### src/rtl/reg_bank_2x16_ctrl.sv
// -----------------------------------------------------------------------------
// reg_bank_2x16_ctrl
//
// Two 16-bit registers (R0, R1) that share an external 2:1 bus mux. The mux
// output is fed back on bus_in, so every register-to-register move passes
// through the bus. The block drives the mux select (sel_bus), sequences
// moves, swaps and clears, and accepts direct loads from wr_data.
//
// Operations (op, captured on the edge that accepts start):
//   2'b00  MOV R0 -> R1   (one busy cycle, R0 on the bus)
//   2'b01  MOV R1 -> R0   (one busy cycle, R1 on the bus)
//   2'b10  SWAP           (two busy cycles, via an internal TMP register)
//   2'b11  CLR            (both registers zeroed on the accepting edge)
//
// Build option:
//   REGBANK_SWAP_EN  defined   -> op 2'b10 swaps R0 and R1 (SW_A/SW_B + TMP).
//                    undefined -> op 2'b10 is a no-op that only pulses done.
//
// Ports:
//   clk      in   1   rising-edge clock
//   rst_n    in   1   asynchronous active-low reset
//   bus_in   in  16   bus value, fed back from the register-to-bus mux
//   wr_data  in  16   external load data
//   wr_en    in   1   external load strobe (ignored while busy or with start)
//   wr_sel   in   1   load target: 0 = R0, 1 = R1
//   rd_sel   in   1   bus source while idle: 0 = R0, 1 = R1
//   start    in   1   operation request (accepted in IDLE or DONE_ST only)
//   op       in   2   operation code, see above
//   r0, r1   out 16   register contents (mux inputs)
//   sel_bus  out  1   mux select
//   busy     out  1   operation in progress
//   done     out  1   one-cycle completion pulse
// -----------------------------------------------------------------------------
module reg_bank_2x16_ctrl (
  input  logic        clk,
  input  logic        rst_n,
  input  logic [15:0] bus_in,
  input  logic [15:0] wr_data,
  input  logic        wr_en,
  input  logic        wr_sel,
  input  logic        rd_sel,
  input  logic        start,
  input  logic [1:0]  op,
  output logic [15:0] r0,
  output logic [15:0] r1,
  output logic        sel_bus,
  output logic        busy,
  output logic        done
);

  localparam logic [1:0] OP_MOV_01 = 2'b00;  // R0 -> R1
  localparam logic [1:0] OP_MOV_10 = 2'b01;  // R1 -> R0
  localparam logic [1:0] OP_SWAP   = 2'b10;
  localparam logic [1:0] OP_CLR    = 2'b11;

  typedef enum logic [2:0] {
    IDLE    = 3'd0,
    MOV_DRV = 3'd1,
`ifdef REGBANK_SWAP_EN
    SW_A    = 3'd3,
    SW_B    = 3'd4,
`endif
    DONE_ST = 3'd2
  } state_t;

  state_t      state_reg;
  logic        src_reg;    // bus source driven while busy
  logic        busy_reg;
  logic        done_reg;

  logic        ctrl_idle;  // IDLE or DONE_ST: the only states that take commands
  logic        accept;
  logic        write_ok;
  logic        clr_hit;
  logic        mov_hit;
  logic [15:0] regs_q [2];

  assign ctrl_idle = (state_reg == IDLE) || (state_reg == DONE_ST);
  assign accept    = start && ctrl_idle;
  // start outranks a simultaneous load; loads during busy are dropped.
  assign write_ok  = wr_en && ctrl_idle && !start;
  assign clr_hit   = accept && (op == OP_CLR);
  assign mov_hit   = (state_reg == MOV_DRV);

`ifdef REGBANK_SWAP_EN
  logic [15:0] tmp_reg;
  logic        swap_hit;
  logic [15:0] swap_src [2];

  assign swap_hit    = (state_reg == SW_B);
  // Leaving SW_B the bus carries R1 (goes to R0) and TMP holds old R0.
  assign swap_src[0] = bus_in;
  assign swap_src[1] = tmp_reg;

  // TMP samples the bus while SW_A drives R0 onto it.
  always_ff @(posedge clk or negedge rst_n) begin
    if (!rst_n) begin
      tmp_reg <= '0;
    end else if (state_reg == SW_A) begin
      tmp_reg <= bus_in;
    end
  end
`endif

  // ---------------------------------------------------------------------------
  // Control FSM. busy/done/src are registered alongside the state so that the
  // outputs never glitch with the inputs.
  // ---------------------------------------------------------------------------
  always_ff @(posedge clk or negedge rst_n) begin
    if (!rst_n) begin
      state_reg <= IDLE;
      src_reg   <= 1'b0;
      busy_reg  <= 1'b0;
      done_reg  <= 1'b0;
    end else if (accept) begin
      unique case (op)
        OP_MOV_01: begin
          state_reg <= MOV_DRV;
          src_reg   <= 1'b0;
          busy_reg  <= 1'b1;
          done_reg  <= 1'b0;
        end
        OP_MOV_10: begin
          state_reg <= MOV_DRV;
          src_reg   <= 1'b1;
          busy_reg  <= 1'b1;
          done_reg  <= 1'b0;
        end
        OP_SWAP: begin
`ifdef REGBANK_SWAP_EN
          state_reg <= SW_A;
          src_reg   <= 1'b0;
          busy_reg  <= 1'b1;
          done_reg  <= 1'b0;
`else
          // Swap not built: complete immediately without touching data.
          state_reg <= DONE_ST;
          busy_reg  <= 1'b0;
          done_reg  <= 1'b1;
`endif
        end
        default: begin  // OP_CLR: data cleared on this same edge
          state_reg <= DONE_ST;
          busy_reg  <= 1'b0;
          done_reg  <= 1'b1;
        end
      endcase
    end else begin
      unique case (state_reg)
        MOV_DRV: begin
          state_reg <= DONE_ST;
          busy_reg  <= 1'b0;
          done_reg  <= 1'b1;
        end
`ifdef REGBANK_SWAP_EN
        SW_A: begin
          state_reg <= SW_B;
          src_reg   <= 1'b1;
        end
        SW_B: begin
          state_reg <= DONE_ST;
          busy_reg  <= 1'b0;
          done_reg  <= 1'b1;
        end
`endif
        DONE_ST: begin
          state_reg <= IDLE;
          done_reg  <= 1'b0;
        end
        IDLE: begin
          busy_reg  <= 1'b0;
          done_reg  <= 1'b0;
        end
        default: begin
          state_reg <= IDLE;
          busy_reg  <= 1'b0;
          done_reg  <= 1'b0;
        end
      endcase
    end
  end

  // ---------------------------------------------------------------------------
  // Data registers. Each register has its own next-value selection; the
  // sources are mutually exclusive (clear/load need an idle FSM, bus writes
  // happen only in busy states), so the priority order is cosmetic.
  // ---------------------------------------------------------------------------
  generate
    for (genvar gi = 0; gi < 2; gi++) begin : g_reg
      localparam logic IDX = (gi == 1);

      logic [15:0] q_reg;
      logic [15:0] q_next;

      always_comb begin
        q_next = q_reg;
        if (clr_hit) begin
          q_next = '0;
        end else if (write_ok && (wr_sel == IDX)) begin
          q_next = wr_data;
        end else if (mov_hit && (src_reg != IDX)) begin
          // The destination of a move is the register not on the bus.
          q_next = bus_in;
        end
`ifdef REGBANK_SWAP_EN
        else if (swap_hit) begin
          q_next = swap_src[gi];
        end
`endif
      end

      always_ff @(posedge clk or negedge rst_n) begin
        if (!rst_n) begin
          q_reg <= '0;
        end else begin
          q_reg <= q_next;
        end
      end

      assign regs_q[gi] = q_reg;
    end
  endgenerate

  assign r0      = regs_q[0];
  assign r1      = regs_q[1];
  // Outside busy states the bus follows the external read request.
  assign sel_bus = busy_reg ? src_reg : rd_sel;
  assign busy    = busy_reg;
  assign done    = done_reg;

endmodule

### config.mk
export PLATFORM = sky130hd
export DESIGN_NAME = reg_bank_2x16_ctrl
export DESIGN_NICKNAME = d
export VERILOG_FILES = /design/src/rtl/reg_bank_2x16_ctrl.sv
export SDC_FILE = /design/constraint.sdc
export NUM_CORES = 1
export LEC_CHECK = 0
export ABC_AREA = 1
export BUFFER_PORTS_ARGS = -buffer_cell sky130_fd_sc_hd__buf_2
export CAP_MARGIN = 20
export CORE_ASPECT_RATIO = 1.1
export CORE_MARGIN = 8
export CORE_UTILIZATION = 50
export DETAILED_ROUTE_END_ITERATION = 6
export GPL_TIMING_DRIVEN = 0
export PLACE_DENSITY_LB_ADDON = 0.1
export SETUP_SLACK_MARGIN = 0.4
export SYNTH_ARGS = -nofsm -noshare
export SYNTH_HDL_FRONTEND = slang
export SYNTH_SLANG_ARGS = --single-unit
### constraint.sdc
create_clock -name clk -period 3 [get_ports clk]
set_input_delay 0.75 -clock clk [delete_from_list [all_inputs] [get_ports clk]]
set_output_delay 0.75 -clock clk [all_outputs]
set_load 0.01 [all_outputs]
-- Word level (Yosys, flattened, before mapping)
Index checks and enable logic that the tools add are counted.
W data, S select, Z words.
- register bits: 38
- logic and storage cells: 48
- equal/unequal tests: 6
- muxes and demuxes: 17
- bitwise logic cells: 2
- reduce and logical (&&, ||, !) cells: 17
- operator list (operator ; count):
    $mux W16 ; 6
    $logic_and A1 B1 Y1 ; 8
    $mux W1 ; 7
    $pmux W3 S2 ; 1
    $reduce_bool A3 Y1 ; 2
    $ne A2 B2 Y1 const B ; 2
    $eq A3 B1 Y1 const B ; 1
    $eq A3 B2 Y1 const B ; 1
    $logic_not A3 Y1 ; 1
    $mux W3 ; 1
    $eq A2 B1 Y1 const B ; 1
    $eq A2 B2 Y1 const B ; 1
    $logic_not A2 Y1 ; 1
    $mux W2 ; 1
    $not A1 Y1 ; 2
    $pmux W1 S2 ; 1
    $reduce_and A2 Y1 ; 1
    $reduce_bool A2 Y1 ; 1
    $reduce_or A2 Y1 ; 1
    $logic_not A1 Y1 ; 1
    $logic_or A1 B1 Y1 ; 1

-- Longest topological paths before layout
- depth after elaboration: 7
- mapped depth: 8

-- Worst setup path after synthesis
No wires, ideal clock.
- path type: input -> output
- start point: input port rd_sel
- end point: output port sel_bus
- arrival time: 0.983 ns
- slack: 1.267 ns
- cell stages on the path: 2
- path buffers: 0
- cell sequence: nor2_1 > a21oi_1
- cells in the longest elaborated chain, start to end: 1
- ends and longest elaborated chain (item ; line ; RTL):
    start: declaration ; 41 ; input logic rd_sel,
    $mux W1 ; 227 ; assign sel_bus = busy_reg ? src_reg : rd_sel;
    end: declaration ; 46 ; output logic sel_bus,
Every way passes these cells.

-- Worst setup path after layout
Ends and elaborated chain as after synthesis.

==> results.md <==
* GP Congestion at 0.849
* Crit end category: output pin
* Slew HR at 45.1%
* Worst R2R Setup Slack at 1.47 ns
* Ys async rst share at 100%
* Die H at 84.0 um
* Starting density of the core at 52.7%
* Setup Buffers After CTS at 0
* Routed Antenna Nets at 0
* Final WL at 6190 um
* Slew Limit Fails at 0
* Syn Std Cell Area at 2100 um2
* Cells after Synth at 289
* DR pass1 iterations at 5
* Gr usage total at 19.4%
* R2R Path Start: state_reg[0]
* Clock buffer depth at 2
* Post_cts resized at 0
* Setup Viol. Count Final at 0
* Syn_area_per_cell at 7.28 um2
* CTS Buf Count at 5
* Critical Path Start: rd_sel
* Via Count at 2260
* Diode count at 0
* Worst slew pin tran at 0.824 ns
* Vias in the first global route at 2205
* Hold crit path type: flip-flop to flip-flop
* Clk_lat worst skew at 0.30 ns
* TritonCTS clock tree: done
* Most frequent CP cell: buf_2
* Worst Path Max Fanout at 1
* Die X-Extent at 77.8 um
* Root buffer cell: clkbuf_8
* Largest net degree at the start of global routing at 38
* Synth top area cells: dfrtp_1, nand2_1, nand4_1
* Synthesized Nets at 329
* Setup TNS at 0 ns
* Commonest register cell after synthesis: dfrtp_1
* Die area at 6540 um2
* Most instantiated cells after synthesis: nand2_1, nand4_1, dfrtp_1
* Slowest CP cell: buf_2
* CTS HTree Levels at 2
* Vias per std cell at 5.36
* Power Density at 587 nW/um2
* Sink Count at 37
* I/O Buffers at 73
* Final #Nets at 409
* Max-cap violations at 0
* Setup WS pre-CTS at 1.05 ns
* Post-DP HPWL at 4570 um
* Number of fill cells at 355
* Crit-path cells: buf_2, nor2_1, a21oi_1, buf_2
* Setup ws final at 1.14 ns
* Clock Skews at 0.0110 ns
* Kind of critical path: primary input to output pin
* Max Clk Rate at 0.537 GHz
* Post-synth EDFFs at 0
* Leakage power at 1.61 nW
* Most frequent cell after synthesis: nand2_1
* Post-route clock period utilization at 62.1%
* Multi-input gate area at 943 um2
* YS warnings at 0
* Worst hold start: r0[14]
* Post-synth top area share at 44.0%
* DRC Markers at 0
* DRT iter0 DRCs at 198
* Layout cells sized above 1 at 27.6%
* Min Tclk post-route at 1.86 ns
* Register area at 926 um2
* Area grow syn2layout at 26.8%
* CP Launch Type: primary input
* Post-CTS Hold Buffers at 0
* Routed len/inst at 14.7 um
* Worst Path Required at 2.25 ns
* Grt total ovfl at 0
* I/O pins at 75
* Leading area contributor after synthesis: dfrtp_1
* Unrepaired setup endpoints after global routing: false
* Critical path arrival at 1.11 ns
* Clock Pin Slew Worst Setup and Hold Paths at 0.08 ns
* Core box area at 3990 um2
* Initial antenna violation count at 0
* First-pass GRT wire length at 10400 um
* Post-synth cell types at 21
* Outcome: finished, final reports clean
* Crit-path max cell delay at 0.14 ns
* Row cnt at 24
* VDD IR max at 0.000443 V
* Seq cells post-synth at 37
* Sequential area share after synthesis at 44.0%
* Count of final hold-check violations at 0
## worst max-delay path: cells and delay by family
kind | cells | cell delay (ns)
buffers and inverters | 2 | 0.24
AND/OR/NAND/NOR | 1 | 0.09
AO/OA/AOI/OAI | 1 | 0.04
## per-stage QoR
step / hold WS, ns / total power [mW] / instances / cell area, um2 / util, %
CTS: 0.472 / 1.58 / 422 / 2670 / 66.8
global placement: 0.449 / 1.05 / 414 / 2530 / 63.4
global route: 0.491 / 1.66 / 422 / 2670 / 66.8
finish: 0.468 / 1.56 / 422 / 2670 / 66.8
floorplan: 0.454 / 0.872 / 289 / 2100 / -
detailed placement: 0.453 / 1.06 / 414 / 2530 / 63.4
## power breakdown
group | internal, mW | switching, mW | leakage [nW] | total (mW)
Combinational | 0.158 | 0.244 | 1.07 | 0.403
Clock | 0.330 | 0.187 | 0.0681 | 0.517
Sequential | 0.594 | 0.0500 | 0.473 | 0.644
Total | 1.08 | 0.481 | 1.61 | 1.56
## worst paths after layout
check	cells after the start	endpoint
max in group asynchronous	1	r1[6]
min reg2reg	2	r0[14]
max	4	sel_bus
min in group asynchronous	1	r0[2]
min	2	r0[14]
max reg2reg	6	r0[4]
## cell usage in the layout (no fill, tap or decap), drive strengths merged
| master | synthesis | final |
|---|---|---|
| nand2 | 114 | 114 |
| buf | 11 | 84 |
| nand4 | 47 | 47 |
| inv | 39 | 39 |
| dfrtp | 37 | 37 |
| nand3 | 19 | 19 |
| clkbuf | 7 | 12 |
| o21ai | 6 | 6 |
| nor2 | 5 | 5 |
| o22ai | 2 | 2 |
| bufinv | 0 | 2 |
| a21oi | 2 | 2 |
| clkinv | 0 | 1 |
## per-layer routing
metal	vias to the layer above	wire length [um]	track usage, %
met4	0	95	6.70
met3	11	560	6.79
met2	98	2820	30.4
met5	-	0	0
met1	1044	2710	23.9
li1	1107	-	-
## cell families after synthesis
logic type / synth area share [%]
AO/OA/AOI/OAI: 3.03
buffers and inverters: 11.1
flip-flops: 44.0
AND/OR/NAND/NOR: 41.8
## final cells by class
cell class,count,share of cell area (%)
well taps,52,2.44
multi-input cells,195,35.4
clock buffers,5,2.58
plain buffers,18,3.28
repair buffers,73,13.7
clock inverters,3,2.44
inverters,39,5.49
flip-flops and latches,37,34.7
No activity file was read; power rests on OpenSTA's default activity.
